--- config.mk ---
export PLATFORM = sky130hd
export DESIGN_NAME = disp_scan_ctrl
export DESIGN_NICKNAME = d
export VERILOG_FILES = /design/src/rtl/disp_scan_ctrl.sv
export SDC_FILE = /design/constraint.sdc
export NUM_CORES = 1
export LEC_CHECK = 0
export ABC_AREA = 1
export CAP_MARGIN = 30
export CORE_ASPECT_RATIO = 1.4
export CORE_MARGIN = 4
export CORE_UTILIZATION = 55
export DETAILED_ROUTE_END_ITERATION = 10
export MAX_ROUTING_LAYER = met4
export PLACE_DENSITY = 0.82
export SLEW_MARGIN = 20
export SYNTH_ARGS = -nofsm -noshare
export SYNTH_HDL_FRONTEND = slang
export SYNTH_SLANG_ARGS = --single-unit
--- constraint.sdc ---
create_clock -name clk -period 4.43 [get_ports clk]
set_clock_uncertainty 0.2 [all_clocks]
set_input_delay 0.6645 -clock clk [delete_from_list [all_inputs] [get_ports clk]]
set_output_delay 0.6645 -clock clk [all_outputs]
set_load 0.02 [all_outputs]
--- src/rtl/disp_scan_ctrl.sv ---
// Multiplex scan controller for a 4-digit hex display: frame-coherent snapshot of
// save1/save2, leading-zero blanking and whole-display blink.
module disp_scan_ctrl #(
   parameter int DIV          = 50000,
   parameter int BLINK_FRAMES = 64
) (
   input  logic        clk,
   input  logic        reset,
   input  logic [15:0] save1,
   input  logic [15:0] save2,
   input  logic        sel_req,
   input  logic        blank_lz,
   input  logic        blink_en,
   output logic [3:0]  digit_out,
   output logic [3:0]  an_n,
   output logic        sync,
   output logic        frame_done,
   output logic        cur_sel
);

   localparam int PW = $clog2(DIV);
   localparam int FW = (BLINK_FRAMES > 1) ? $clog2(BLINK_FRAMES) : 1;
   localparam logic [PW-1:0] PRESC_MAX = PW'(DIV - 1);
   localparam logic [FW-1:0] FCNT_MAX  = FW'(BLINK_FRAMES - 1);

   logic [PW-1:0] presc_r;
   logic [1:0]    dig_r;
   logic [15:0]   snap_r;
   logic          lz_r;
   logic [FW-1:0] fcnt_r;
   logic          blink_ph_r;
   logic          first_r;

   logic          tick_s;
   logic          last_s;
   logic          bound_s;
   logic [3:0]    nib_s;
   logic          blank_s;
   logic          dark_s;

   // Scan timing decode, digit select and dark/blank decision.
   always_comb begin
      tick_s  = (presc_r == PRESC_MAX);
      last_s  = tick_s && (dig_r == 2'd3);
      bound_s = last_s || first_r;
      nib_s   = 4'h0;
      blank_s = 1'b0;
      case (dig_r)
         2'd0: begin
            nib_s   = snap_r[3:0];
            blank_s = 1'b0;
         end
         2'd1: begin
            nib_s   = snap_r[7:4];
            blank_s = lz_r && (snap_r[15:4] == 12'h000);
         end
         2'd2: begin
            nib_s   = snap_r[11:8];
            blank_s = lz_r && (snap_r[15:8] == 8'h00);
         end
         2'd3: begin
            nib_s   = snap_r[15:12];
            blank_s = lz_r && (snap_r[15:12] == 4'h0);
         end
         default: begin
            nib_s   = 4'h0;
            blank_s = 1'b1;
         end
      endcase
      // blink_en is live so releasing it un-darkens the display immediately.
      dark_s = first_r || (blink_en && blink_ph_r) || blank_s;
      if (dark_s) begin
         an_n      = 4'b1111;
         digit_out = 4'h0;
      end else begin
         an_n      = ~(4'b0001 << dig_r);
         digit_out = nib_s;
      end
   end

   // Prescaler, digit index, frame snapshot, pulses and blink cadence.
   always_ff @(posedge clk) begin
      if (reset) begin
         presc_r    <= '0;
         dig_r      <= 2'd0;
         snap_r     <= 16'h0000;
         cur_sel    <= 1'b0;
         lz_r       <= 1'b0;
         fcnt_r     <= '0;
         blink_ph_r <= 1'b0;
         first_r    <= 1'b1;
         sync       <= 1'b0;
         frame_done <= 1'b0;
      end else begin
         sync       <= bound_s;
         frame_done <= last_s;
         if (bound_s) begin
            snap_r  <= sel_req ? save2 : save1;
            cur_sel <= sel_req;
            lz_r    <= blank_lz;
            dig_r   <= 2'd0;
            presc_r <= '0;
            first_r <= 1'b0;
         end else if (tick_s) begin
            presc_r <= '0;
            dig_r   <= dig_r + 2'd1;
         end else begin
            presc_r <= presc_r + PW'(1);
         end
         // The startup boundary does not count as a completed frame.
         if (!blink_en) begin
            fcnt_r     <= '0;
            blink_ph_r <= 1'b0;
         end else if (bound_s && !first_r) begin
            if (fcnt_r == FCNT_MAX) begin
               fcnt_r     <= '0;
               blink_ph_r <= ~blink_ph_r;
            end else begin
               fcnt_r <= fcnt_r + FW'(1);
            end
         end
      end
   end

endmodule

======== After elaboration in Yosys (flattened, before gate mapping) ========
Cells that the tools add are included.
operators by class
  shift-type cells ........................ 1
  reductions and logical operators ........ 18
  muxes and demuxes ....................... 6
  bitwise gates (word level) .............. 3
  eq/ne operators ......................... 5
  add/subtract/negate cells ............... 3
operator list
  kind                                                                   count
  16-bit by 1-bit adder with 16-bit output, second input constant        1
  16-bit equality test, second input constant                            1
  16-bit 2-to-1 mux                                                      1
  4-bit case mux with 4 select lines                                     1
  12-bit zero test                                                       1
  8-bit zero test                                                        1
  4-bit 2-to-1 mux                                                       2
  6-bit by 1-bit adder with 6-bit output, second input constant          1
  6-bit equality test, second input constant                             1
  1-bit logical AND                                                      6
  6-bit 2-to-1 mux                                                       1
  2-bit equality test, second input constant                             2
  4-bit zero test                                                        1
  4-bit inverter                                                         1
  1-bit case mux with 4 select lines                                     1
  2-bit OR reduction                                                     2
  1-bit by 2-bit left shift with 4-bit output, first input constant      1
  1-bit logical OR                                                       3
  3-bit OR reduction                                                     1
  2-bit by 1-bit adder with 2-bit output, second input constant          1
  2-bit by 1-bit equality test with 1-bit output, second input constant  1
  2-bit zero test                                                        1
  1-bit inverter                                                         2
  2-bit AND reduction                                                    1
  1-bit zero test                                                        1
storage, ports and cells
  bits in registers ....................... 46
  input port bits ......................... 37
  output and inout bits ................... 11
  logic and storage cells ................. 46

======== Longest topological paths before layout ========
Gate-level depths: netlist of the first run.
  word-level depth ........................ 5
  gate-level depth with buffers ........... 11
  mapped depth without buffers ............ 11

======== Least setup slack after synthesis of the first run ========
Ideal clock, no wire load.
  path type ............................... register -> output
  start point ............................. register dig_r[0]
  end point ............................... output digit_out[0]
  stages on the path, launching flop included .. 10
  arrival ................................. 1.432 ns
  data required time ...................... 3.566 ns
  setup slack ............................. 2.133 ns
  path buffers ............................ 0
  cells stage by stage .................... dfxtp_1 inv_1 ha_1 inv_1 nand2_1 nand2_1 o21ai_0 nand3_1 nand2_1 nor2_1
between the ends
  word-level cells in the longest chain between the ends .. 4
  elaborated cells between the ends (all ways) .. 8
  classes of those cells .................. 3 x eq/ne; 3 x mux; 2 x reduce/logical
RTL lines
  element                                      line  RTL
  start: declaration                           27    logic [1:0] dig_r;
  start signal: assignment                     106   dig_r <= dig_r + 2'd1;
  2-bit equality test (tied with other cells)  48    case (dig_r)
  1-bit case mux with 4 select lines           48
  1-bit logical OR                             71    dark_s = first_r || (blink_en && blink_ph_r) || blank_s;
  4-bit 2-to-1 mux *                           72    if (dark_s) begin
  end: declaration                             14    output logic [3:0] digit_out,
Mark *: on every way between the ends. The rest lies on a longest branch, timed or not.

======== Worst setup path after layout of the first run ========
  start point ............................. input blink_en
  end point ............................... output digit_out[0]
between the ends
  word-level cells in the longest chain between the ends .. 4
RTL lines
  element                         line  RTL
  start: declaration              13    input logic blink_en,
  1-bit logical AND               71
  1-bit logical OR (2 in series)  71
  4-bit 2-to-1 mux                72
Every way passes these cells.

==> impl_metrics.yaml, run 1 <==
setup_path:
  cp.required_ns: 3.57
  r2r_start: "presc_r[0]"
  slowest_delay_ns: 0.62
  cp-start-kind: "primary input"
  path_class: "in -> out"
  reg2reg_slack_ns: 2.52
  cp_slowest_cell: "clkdlybuf4s50_1"
  r2r_end: "cur_sel"
  crit_chain: "clkdlybuf4s50_1, a21oi_1, nand2_1, nor2_1, clkdlybuf4s50_1"
  worst_path_most_repeated_cell: "clkdlybuf4s50_1"
  worstPathMaxFanout: 5
  endpoint_kind: "output port"
  reg2reg_depth: 11
  worstPathArrival_ns: 2.48
outcome:
  status: "complete, no violations"
sta:
  setup_violations: 0
  period_needed_ns: 3.34
  slew_viol_final: 0
  tns_ns: 0
  fmax_ghz: 0.299
  period_share: 0.754
  slew_headroom: 0.376
  worst_pin_slew_ns: 0.932
  hold_viol: 0
  whs_ns: 0.249
  rsz0062_at_grt: "false"
floorplanning:
  fp.dieW_um: 63.8
  core_um2: 4240
  ios: 48
  start_util: 0.566
  chipHeight_um: 86.2
  row_count: 28
  dieArea_um2: 5500
finish:
  antenna_cells: 0
  drive_gt1_frac: 0.0951
  syn_to_final_growth_pct: 24.7
  fin_cells: 428
  num-nets-final: 411
run:
  maxCapViolations: 0
routing:
  viasPerCell: 5.09
  drt_iter0_markers: 134
  wirelength_um: 5120
  wl_per_cell_um: 12.0
  ant_nets: 0
  firstDrtPassIters: 4
  drc_errors: 0
  vias: 2180
cts:
  clkTransAtPathRegs_ns: 0.09
  clock_path_buffers: 2
  cts.root.buffer_cell: "clkbuf_8"
  post_cts_buffers: 0
  numClockSinks: 46
  clk_latency_ns: 0.30
  cts-buffers-inserted: 5
  htreeDepth: 2
  cts_tree: "done"
  post_cts_resize_count: 0
  cts_hold_buf: 0
global_routing:
  grt_max_degree: 20
  overflow: 0
  grt_pass1_vias: 2156
  antenna_found_initial: 0
  grt_pass1_wl_um: 8930
  grt.total_usage: 0.205
pwr:
  peakVddDrop_uv: 187
  p_per_area_nw_per_um2: 264
  p_leak_nw: 1.12
placed_design:
  io_buffer_count: 47
  placedCellCount: 420
  gp_congestion: 0.855
  dp_hpwl_um: 4020
synth:
  ys_warn_count: 0
  yosys.area_share.simple: 0.311
  ys_types: 26
  avgSynthCellArea_um2: 7.50
  synth_fp_nets: 364
  synth_top_family_by_area: "simple AND/OR/NAND/NOR gates"
  synth_seq_cells: 46
  synthMuxAreaShare: 0.0667
  synth_xor_area_frac: 0.0365
  synth-compound-area-share: 0.0991
  syn_area_um2: 2400
  synth-adder-area-share: 0.0365
  seq_area_frac_synth: 0.384
  syn_inst: 320
min_path:
  hold_path_class: "reg -> reg"
  hold_path_startpoint: "presc_r[0]"
  hold_path_depth: 1
  hold_end: "presc_r[0]"
==> worst max-delay path: cells and delay by family <==
kind	cells	cell delay (ns)
AND/OR/NAND/NOR	2	0.33
buffers and inverters	2	1.06
AO/OA/AOI/OAI	1	0.41
==> cell families after synthesis <==
| group | after synthesis |
|---|---|
| XOR/XNOR | 10 |
| AO/OA/AOI/OAI | 40 |
| flip-flops | 46 |
| buffers and inverters | 37 |
| AND/OR/NAND/NOR | 164 |
| multiplexers | 16 |
| adder cells (fa/ha/maj) | 7 |
==> area by class of cell <==
| class | instances | area, µm² |
|---|---|---|
| inverter | 30 | 113 |
| tap | 60 | 75.1 |
| timing repair buffer | 47 | 470 |
| fill | 366 | 1250 |
| sequential | 46 | 921 |
| clock inverter | 3 | 23.8 |
| clock buffer | 5 | 68.8 |
| multi-input combinational | 237 | 1320 |
==> registers in the layout, summed over array words and instances (netlist names) <==
name / cells
presc_r: 16
snap_r: 16
fcnt_r: 6
dig_r: 2
blink_ph_r: 1
cur_sel: 1
first_r: 1
frame_done: 1
lz_r: 1
sync: 1
==> layout by cell type (no fill, tap or decap), types with 5 or more instances in the layout <==
master           count
o21ai_0             11
ha_1                 7
nand3_1             21
clkbuf_8             5
a21oi_1             19
clkdlybuf4s50_1     47
nand4_1              5
nand2_1             78
dfxtp_1             46
nor2_1              34
xor2_1               8
mux2i_1             16
o21ai_2             10
nor3_1              10
inv_1               28
==> Yosys cell counts <==
master,n,area [µm²]
a21oi_1,19,95.1
buf_2,4,20.0
buf_6,2,22.5
clkbuf_1,1,3.75
dfxtp_1,46,921
ha_1,7,87.6
inv_1,28,105
inv_2,2,7.51
mux2i_1,16,160
nand2_1,78,293
nand2_2,3,18.8
nand2_4,3,33.8
nand3_1,21,105
nand3_2,1,10.0
nand4_1,5,31.3
nand4_2,1,12.5
nor2_1,34,128
nor2_2,3,18.8
nor2_4,3,33.8
nor3_1,10,50.1
nor4_1,1,6.26
o21ai_0,11,55.1
o21ai_2,10,87.6
or2_2,1,6.26
xnor2_1,2,17.5
xor2_1,8,70.1
==> report_power, final <==
part | internal, mW | switching, mW
logic | 0.0505 | 0.0390
clock network | 0.113 | 0.153
registers | 0.426 | 0.00927
==> worst max path at each step <==
stage,start,endpoint,slack [ns],cells past startpoint
floorplan,dig_r[0],digit_out[0],2.13,9
global placement,blink_en,digit_out[2],1.19,5
detailed placement,blink_en,digit_out[2],1.12,5
CTS,blink_en,digit_out[2],1.11,5
global route,dig_r[0],digit_out[3],0.96,10
finish,blink_en,digit_out[0],1.09,5
==> metrics by stage <==
stage	utilization	setup WS, ns	total power [mW]	area [µm²]
2_1_floorplan	-	2.13	0.488	2400
3_3_place_gp	0.684	1.19	0.533	2900
3_5_place_dp	0.684	1.12	0.535	2900
4_1_cts	0.706	1.11	0.795	2990
5_1_grt	0.706	0.963	0.824	2990
6_report	0.706	1.09	0.791	2990
==> routing by layer <==
| metal | up-vias | track usage | routed length [µm] | part of all wire |
|---|---|---|---|---|
| met1 | 976 | 0.217 | 2100 | 0.41 |
| met2 | 58 | 0.373 | 2670 | 0.52 |
| met5 | - | - | 0 | 0 |
| met4 | 0 | 0.0668 | 95 | 0.019 |
| met3 | 11 | 0.0459 | 261 | 0.051 |
| li1 | 1135 | - | - | - |
Power figures use the tool's default switching activity.
==> inputs of run 2 (changes only) <==
--- a/config.mk
+++ b/config.mk
@@ -9,10 +9,10 @@
 export CAP_MARGIN = 30
 export CORE_ASPECT_RATIO = 1.4
 export CORE_MARGIN = 4
-export CORE_UTILIZATION = 55
+export CORE_UTILIZATION = 51
 export DETAILED_ROUTE_END_ITERATION = 10
 export MAX_ROUTING_LAYER = met4
-export PLACE_DENSITY = 0.82
+export PLACE_DENSITY = 0.77
 export SLEW_MARGIN = 20
 export SYNTH_ARGS = -nofsm -noshare
 export SYNTH_HDL_FRONTEND = slang
==> constraint.sdc (replaced) <==
create_clock -name clk -period 3.2 [get_ports clk]
set_clock_uncertainty 0.2 [all_clocks]
set_input_delay 0.48 -clock clk [delete_from_list [all_inputs] [get_ports clk]]
set_output_delay 0.48 -clock clk [all_outputs]
set_load 0.02 [all_outputs]
==> impl_metrics.yaml, run 2 (synthesis gave the netlist of run 1 again) <==
global_routing:
  grt_max_degree: 20
  overflow: 0
  grt_pass1_vias: 2035
  grt_pass1_wl_um: 8700
  grt.total_usage: 0.197
  antenna_found_initial: 0
outcome:
  status: "complete, no violations"
min_path:
  hold_end: "lz_r"
  hold_path_startpoint: "lz_r"
  hold_path_class: "reg -> reg"
  hold_path_depth: 2
floorplanning:
  row_count: 29
  dieArea_um2: 5880
  fp.dieW_um: 66.0
  chipHeight_um: 89.2
  ios: 48
  start_util: 0.529
  core_um2: 4540
cts:
  cts_tree: "done"
  post_cts_resize_count: 0
  htreeDepth: 2
  post_cts_buffers: 0
  cts_hold_buf: 0
  cts-buffers-inserted: 5
  numClockSinks: 46
  cts.root.buffer_cell: "clkbuf_8"
  clk_latency_ns: 0.30
  clkTransAtPathRegs_ns: 0.08
  clock_path_buffers: 2
sta:
  period_needed_ns: 3.03
  slew_viol_final: 0
  setup_violations: 0
  period_share: 0.947
  fmax_ghz: 0.330
  tns_ns: 0
  slew_headroom: 0.594
  rsz0062_at_grt: "false"
  hold_viol: 0
  worst_pin_slew_ns: 0.605
setup_path:
  cp.required_ns: 2.52
  worstPathArrival_ns: 2.35
  r2r_end: "presc_r[3]"
  worstPathMaxFanout: 6
  path_class: "reg -> out"
  r2r_start: "presc_r[0]"
  reg2reg_depth: 6
  cp-start-kind: "flop"
  reg2reg_slack_ns: 1.30
  endpoint_kind: "output port"
routing:
  wirelength_um: 5230
  drc_errors: 0
  ant_nets: 0
  wl_per_cell_um: 12.1
  vias: 2179
  viasPerCell: 5.04
  drt_iter0_markers: 125
  firstDrtPassIters: 4
pwr:
  p_per_area_nw_per_um2: 379
  p_leak_nw: 1.19
  peakVddDrop_uv: 275
finish:
  final_cell_mix: "nand2_1 (78), dfxtp_1 (46), clkdlybuf4s50_1 (44), nor2_1 (34), inv_1 (28)"
  fillers: 403
  drive_gt1_frac: 0.0946
  reg.largest.list: "presc_r x16, snap_r x16, fcnt_r x6"
  syn_to_final_growth_pct: 26.3
  final_util: 0.668
  stdcell_area_um2: 3030
  layout_commonest_cell: "nand2_1"
  num-nets-final: 413
  antenna_cells: 0
placed_design:
  gp_congestion: 0.864
  dp_hpwl_um: 4050
  io_buffer_count: 47
  place_area_um2: 2920
run:
  maxCapViolations: 0
-- run 2: cell types whose count changed in the layout (fill, tap and decap cells not counted), sizes merged --
cell / change
buf: +2
bufinv: +1
clkbuf: +2
inv: -1
clkinvlp: -2
clkdlybuf4s50: -3
dlymetal6s2s: +3
-- run 2: power by group --
part           switching, mW  internal (mW)  total (mW)
clock                  0.188          0.234       0.422
sequential            0.0134          0.590       0.603
combinational         0.0535         0.0706       0.124
total                  0.255          0.894        1.15
-- run 2: area by class of cell --
| type | count | area, µm² | share of cell area |
|---|---|---|---|
| Multi-Input combinational cell | 237 | 1320 | 0.436 |
| Sequential cell | 46 | 921 | 0.304 |
| Timing Repair Buffer | 49 | 493 | 0.163 |
| Inverter | 30 | 113 | 0.0372 |
| Tap cell | 62 | 77.6 | 0.0256 |
| Clock buffer | 7 | 76.3 | 0.0252 |
| Clock inverter | 1 | 30.0 | 0.00991 |
-- run 2: metal layers --
layer | global-route usage | share of wire | vias up
met1 | 0.197 | 0.39 | 971
met2 | 0.357 | 0.53 | 63
met4 | 0.0813 | 0.018 | 0
li1 | - | - | 1136
met3 | 0.0566 | 0.055 | 9
met5 | - | 0 | -
-- run 2: worst max-delay path by stage --
stage | start | to | slack, ns | depth (start not counted)
after global routing | dig_r[0] | digit_out[1] | 0.007 | 10
after global placement | blink_en | digit_out[2] | 0.52 | 5
after detailed placement | blink_en | digit_out[3] | 0.51 | 5
after CTS | dig_r[0] | digit_out[3] | 0.16 | 10
after floorplan | dig_r[0] | digit_out[0] | 1.09 | 9
final | dig_r[0] | digit_out[1] | 0.17 | 10
-- run 2: worst max-delay path: stages (launching register included) --
cell             delay [ns]
dfxtp_1                0.38
inv_1                  0.11
ha_1                   0.28
inv_1                  0.08
nand2_1                0.05
nand2_1                0.05
o21ai_0                0.06
nand3_1                0.17
nand2_1                0.15
nor2_1                 0.12
clkdlybuf4s50_1        0.62
-- run 2: through the flow --
step / hold WS [ns] / setup WS [ns] / instances / power, mW
floorplan: 0.218 / 1.09 / 320 / 0.676
global placement: 0.228 / 0.521 / 424 / 0.739
detailed placement: 0.240 / 0.513 / 424 / 0.742
CTS: 0.260 / 0.162 / 432 / 1.16
global route: 0.283 / 0.00727 / 432 / 1.20
finish: 0.259 / 0.170 / 432 / 1.15
